File: config.mk
export PLATFORM = sky130hd
export DESIGN_NAME = block_dispatcher
export DESIGN_NICKNAME = d
export VERILOG_FILES = /design/src/rtl/block_dispatcher.sv
export SDC_FILE = /design/constraint.sdc
export NUM_CORES = 1
export LEC_CHECK = 0
export ABC_CLOCK_PERIOD_IN_PS = 4700
export CAP_MARGIN = 20
export CORE_AREA = 5 5 81 90
export DETAILED_ROUTE_END_ITERATION = 10
export DIE_AREA = 0 0 86 95
export GPL_ROUTABILITY_DRIVEN = 0
export PLACE_DENSITY_LB_ADDON = 0.3
export SETUP_SLACK_MARGIN = 0.1
export SKIP_LAST_GASP = 1
export SYNTH_ARGS = -nofsm -noshare
export SYNTH_HDL_FRONTEND = slang
export SYNTH_SLANG_ARGS = --single-unit
File: constraint.sdc
create_clock -name clk -period 4.7 [get_ports clk]
set_clock_uncertainty 0.15 [all_clocks]
set_input_delay 0.94 -clock clk [delete_from_list [all_inputs] [get_ports clk]]
set_output_delay 0.94 -clock clk [all_outputs]
set_load 0.05 [all_outputs]
File: src/rtl/block_dispatcher.sv
// Thread-block dispatcher: hands block IDs to cores round-robin and retires them on core_done.
// Optional kernel cycle counter is built only when BLOCK_DISPATCHER_STATS_EN is defined.
module block_dispatcher #(
  parameter int NUM_CORES      = 2,
  parameter int BLOCK_ID_WIDTH = 8
) (
  input  logic                                clk,
  input  logic                                reset,
  input  logic                                start,
  input  logic [BLOCK_ID_WIDTH:0]             num_blocks,
  input  logic [NUM_CORES-1:0]                core_enable,
  input  logic [NUM_CORES-1:0]                core_done,
  output logic [NUM_CORES-1:0]                core_start,
  output logic [NUM_CORES-1:0]                core_reset,
  output logic [NUM_CORES*BLOCK_ID_WIDTH-1:0] core_block_id,
  output logic [BLOCK_ID_WIDTH:0]             blocks_done,
  output logic                                done,
  output logic                                error,
  output logic [31:0]                         kernel_cycles
);

  localparam int PTR_W = (NUM_CORES > 1) ? $clog2(NUM_CORES) : 1;
  localparam int CNT_W = BLOCK_ID_WIDTH + 1;

  typedef enum logic [1:0] {ST_IDLE, ST_DISPATCH, ST_DONE} state_t;
  typedef enum logic [1:0] {SLOT_FREE, SLOT_RST, SLOT_RUN} slot_t;

  state_t               state_reg;
  logic [CNT_W-1:0]     num_blocks_reg;
  logic [CNT_W-1:0]     next_id_reg;
  logic [CNT_W-1:0]     blocks_done_reg;
  logic [NUM_CORES-1:0] enable_reg;
  logic [PTR_W-1:0]     rr_ptr_reg;
  logic                 done_reg;
  logic                 error_reg;

  logic [NUM_CORES-1:0] slot_free;
  logic [NUM_CORES-1:0] retire;
  logic [NUM_CORES-1:0] eligible;
  logic                 grant_valid;
  logic [PTR_W-1:0]     grant_idx;
  logic [CNT_W-1:0]     retire_count;
  logic                 start_accept;

  assign start_accept = start && ((state_reg == ST_IDLE) || (state_reg == ST_DONE));

  // Round-robin pick: lowest eligible index at or above rr_ptr, else lowest overall (wrap).
  always_comb begin
    logic             hi_hit;
    logic [PTR_W-1:0] hi_idx;
    logic             lo_hit;
    logic [PTR_W-1:0] lo_idx;
    hi_hit   = 1'b0;
    hi_idx   = '0;
    lo_hit   = 1'b0;
    lo_idx   = '0;
    eligible = '0;
    if ((state_reg == ST_DISPATCH) && (next_id_reg < num_blocks_reg)) begin
      eligible = slot_free & enable_reg;
    end
    for (int i = NUM_CORES - 1; i >= 0; i--) begin
      if (eligible[i]) begin
        if (PTR_W'(i) >= rr_ptr_reg) begin
          hi_hit = 1'b1;
          hi_idx = PTR_W'(i);
        end
        lo_hit = 1'b1;
        lo_idx = PTR_W'(i);
      end
    end
    grant_valid = lo_hit;
    grant_idx   = hi_hit ? hi_idx : lo_idx;
  end

  always_comb begin
    retire_count = '0;
    for (int i = 0; i < NUM_CORES; i++) begin
      retire_count = retire_count + CNT_W'(retire[i]);
    end
  end

  always_ff @(posedge clk) begin
    if (reset) begin
      state_reg       <= ST_IDLE;
      num_blocks_reg  <= '0;
      enable_reg      <= '0;
      next_id_reg     <= '0;
      blocks_done_reg <= '0;
      rr_ptr_reg      <= '0;
      done_reg        <= 1'b0;
      error_reg       <= 1'b0;
    end else begin
      if (grant_valid) begin
        next_id_reg <= next_id_reg + 1'b1;
        rr_ptr_reg  <= (grant_idx == PTR_W'(NUM_CORES - 1)) ? '0 : grant_idx + 1'b1;
      end
      blocks_done_reg <= blocks_done_reg + retire_count;

      if (start_accept) begin
        num_blocks_reg  <= num_blocks;
        enable_reg      <= core_enable;
        next_id_reg     <= '0;
        blocks_done_reg <= '0;
        done_reg        <= 1'b0;
        error_reg       <= 1'b0;
        if (num_blocks == '0) begin
          state_reg <= ST_DONE;
          done_reg  <= 1'b1;
        end else if (core_enable == '0) begin
          state_reg <= ST_DONE;
          done_reg  <= 1'b1;
          error_reg <= 1'b1;
        end else begin
          state_reg <= ST_DISPATCH;
        end
      end else if ((state_reg == ST_DISPATCH) && (blocks_done_reg == num_blocks_reg)) begin
        state_reg <= ST_DONE;
        done_reg  <= 1'b1;
      end
    end
  end

  for (genvar gi = 0; gi < NUM_CORES; gi++) begin : g_core
    slot_t                     slot_reg;
    logic                      start_reg;
    logic                      rst_reg;
    logic [BLOCK_ID_WIDTH-1:0] block_id_reg;

    // Block ID is left in place after retirement until this core is granted again.
    always_ff @(posedge clk) begin
      if (reset) begin
        slot_reg     <= SLOT_FREE;
        start_reg    <= 1'b0;
        rst_reg      <= 1'b0;
        block_id_reg <= '0;
      end else begin
        case (slot_reg)
          SLOT_FREE: begin
            if (grant_valid && (grant_idx == PTR_W'(gi))) begin
              block_id_reg <= next_id_reg[BLOCK_ID_WIDTH-1:0];
              rst_reg      <= 1'b1;
              slot_reg     <= SLOT_RST;
            end
          end
          SLOT_RST: begin
            rst_reg   <= 1'b0;
            start_reg <= 1'b1;
            slot_reg  <= SLOT_RUN;
          end
          SLOT_RUN: begin
            if (core_done[gi]) begin
              start_reg <= 1'b0;
              slot_reg  <= SLOT_FREE;
            end
          end
          default: begin
            start_reg <= 1'b0;
            rst_reg   <= 1'b0;
            slot_reg  <= SLOT_FREE;
          end
        endcase
      end
    end

    assign slot_free[gi] = (slot_reg == SLOT_FREE);
    assign retire[gi]    = (slot_reg == SLOT_RUN) && core_done[gi];
    assign core_start[gi] = start_reg;
    assign core_reset[gi] = rst_reg;
    assign core_block_id[gi*BLOCK_ID_WIDTH +: BLOCK_ID_WIDTH] = block_id_reg;
  end

  assign blocks_done = blocks_done_reg;
  assign done        = done_reg;
  assign error       = error_reg;

`ifdef BLOCK_DISPATCHER_STATS_EN
  logic [31:0] cycles_reg;

  always_ff @(posedge clk) begin
    if (reset) begin
      cycles_reg <= '0;
    end else if (start_accept) begin
      cycles_reg <= '0;
    end else if ((state_reg == ST_DISPATCH) && (cycles_reg != 32'hFFFF_FFFF)) begin
      cycles_reg <= cycles_reg + 32'd1;
    end
  end

  assign kernel_cycles = cycles_reg;
`else
  assign kernel_cycles = 32'd0;
`endif

endmodule

==> reports/qor.csv <==
metric,value,unit
r2r_start,num_blocks_reg[6],
cts.sinks,57,
cts.hold.buffers_added,0,
cts-root-buf,clkbuf_8,
grt.met2_usage,28.6,%
crit_path_end_kind,flop,
viasPerCell,4.99,
postCtsSetupRepairBufs,0,
ctsResizeCount,0,
synthCells,342,
first_pass_iters,6,
nets,412,
die_h,95,um
layout-drive-gt1-share,5.66,%
globalRouteTotalUtil,16.8,%
r2r_slack,2.38,ns
synth_enable_flop_cells,0,
antenna_found_initial,0,
ant_nets,0,
h-tree-depth,3,
p_clk_share,40.4,%
power_density,313,nW/um2
fill_cells,603,
startpoint,core_done[0],
synth_common_cells,"dfxtp_1 (57), buf_4 (36), nand2_1 (32)",
path_class,in -> reg,
post_drt_wl_per_cell,13.3,um
globalRouteOverflowTotal,0,
netSwitchingFraction,27.5,%
cts_tree,yes,
clk_path_buf_depth,2,
io_pins,79,
comb_power_share,14.5,%
cts_buffers,9,
ys_async_sr_fraction,0,%
irDropWorstVdd,0.000217,V
drt_wl_total,6280,um
yosysMostFrequentCell,dfxtp_1,
path_clk_slew,0.06,ns
fmax,349,MHz
synth_area_leaders,"dfxtp_1 (38%), buf_4 (9.0%), mux2i_1 (6.7%)",
setup_tns,0,ns
reg2regPathDepth,7,
timing.final.max_slew_violations,0,
coreArea,6400,um2
period_share,61.0,%
grt_pass1_vias,2287,
grt_pass1_wl,10800,um
drtIter0Drc,82,
cap_violations,0,
required,4.75,ns
syn2layout_area_growth,19.1,%
clk-insertion-delay-late,0.33,ns
syn_avg_cell_area,8.74,um2
status,finished clean,
hold_class,reg -> reg,
synth.distinct_cells,42,
syn-cell-area,2990,um2
grtUsageMet1,20.1,%
fp-row-count,31,
tightestPinTransition,0.613,ns
setup_slack,1.84,ns
ys_ff_latch,57,
antenna_cells,0,
largest_register_ff_count,16,
ys.flop_type,dfxtp_1,
yosysTopAreaCell,dfxtp_1,
detailedPlacementHpwl,4720,um
cp.arrival,2.92,ns
finalHoldViolCount,0,
dpl_worst_slack,1.48,ns
rsz0062_at_grt,false,
yosys_warnings,0,
finalPower,0.00111,W
top_usage_layer,met2,
synth.top_cell.area_share,38.2,%
vias,2349,
die-area,8170,um2
yosysSeqAreaShare,38.2,%
start_util,46.7,%
fp.dieW,86,um
crit_path_start_kind,input port,
finalSetupViolations,0,
seqPwrFrac,45.1,%
grtUsageMet3,5.06,%
critical_path.endpoint,blocks_done[8],
period_minus_slack,2.86,ns
p_leak,1.38,nW
fin_cells,471,
portBuffers,46,
maxSlewHeadroom,59.2,%
rr_endpoint,next_id_reg[5],
placedCellCount,456,
p_switching,0.000306,W
intPower,0.000807,W
drc_errors,0,
grt_max_degree,51,
timing.critical_path.fanout_max,2,
-- power groups by stage --
stage          registers, W  logic [W]  clock network, W
6_report           0.000502   0.000162          0.000449
3_3_place_gp       0.000513   0.000159                 0
4_1_cts            0.000502   0.000161          0.000462
2_1_floorplan      0.000514   0.000145                 0
3_5_place_dp       0.000513   0.000161                 0
5_1_grt            0.000503   0.000175          0.000482
-- kinds of logic after synthesis --
logic type / Yosys count / share of synthesized area (%)
and+or+nand+nor: 134 / 23.7
other: 1 / 0.126
adders and majority gates: 11 / 4.86
xor gates and xnor gates: 16 / 4.69
AOI/OAI and AO/OA: 43 / 9.26
muxes: 20 / 6.70
DFF: 57 / 38.2
buffers and inverters: 60 / 12.4
-- cell usage in the layout, fill, tap and decap left out, drive strengths merged, types with 6 or more instances in the layout --
master	Yosys	final
a21oi	23	23
clkbuf	8	12
clkdlybuf4s50	0	46
conb	1	32
dfxtp	57	57
ha	10	10
inv	12	12
mux2i	20	20
nand2	32	32
nand2b	31	31
nand3	7	7
nand4	6	6
nor2	26	26
xnor2	12	12
-- routing by layer --
metal	routed length, um	vias up
met3	322	12
li1	-	1182
met5	0	-
met1	2820	1098
met4	95	0
met2	3040	57
-- per-stage QoR --
step	hold WS (ns)	util (%)	cell area [um2]
floorplan	0.281	-	3100
global placement	0.291	52.6	3360
detailed placement	0.297	52.6	3360
CTS	0.309	55.6	3560
global route	0.345	55.6	3560
finish	0.309	55.6	3560
-- worst min-delay path by stage --
| stage | startpoint | end | slack [ns] | cells past startpoint |
|---|---|---|---|---|
| floorplan | enable_reg[1] | enable_reg[1] | 0.28 | 2 |
| global placement | enable_reg[0] | enable_reg[0] | 0.29 | 2 |
| detailed placement | enable_reg[1] | enable_reg[1] | 0.30 | 2 |
| CTS | enable_reg[1] | enable_reg[1] | 0.31 | 2 |
| global route | g_core[1].rst_reg | g_core[1].rst_reg | 0.34 | 2 |
| finish | enable_reg[1] | enable_reg[1] | 0.31 | 2 |
-- critical path: stages --
cell and delay [ns]:
clkdlybuf4s50_1 0.49, nand3b_1 0.11, fa_1 0.47, inv_1 0.09, ha_1 0.18, nand3_1 0.11, nor2_1 0.18, and3_1 0.19
xnor2_1 0.11, nor2_1 0.05
-- final cells by class --
cell class / instances / area [um2] / share of cell area [%]
clock inverters: 3 / 40.0 / 1.13
inverters: 12 / 45.0 / 1.27
clock buffers: 12 / 155 / 4.36
flip-flops and latches: 57 / 1140 / 32.1
multi-input cells: 256 / 1590 / 44.7
well taps: 82 / 103 / 2.88
repair buffers: 49 / 483 / 13.6
Power figures use the tool's default switching activity.
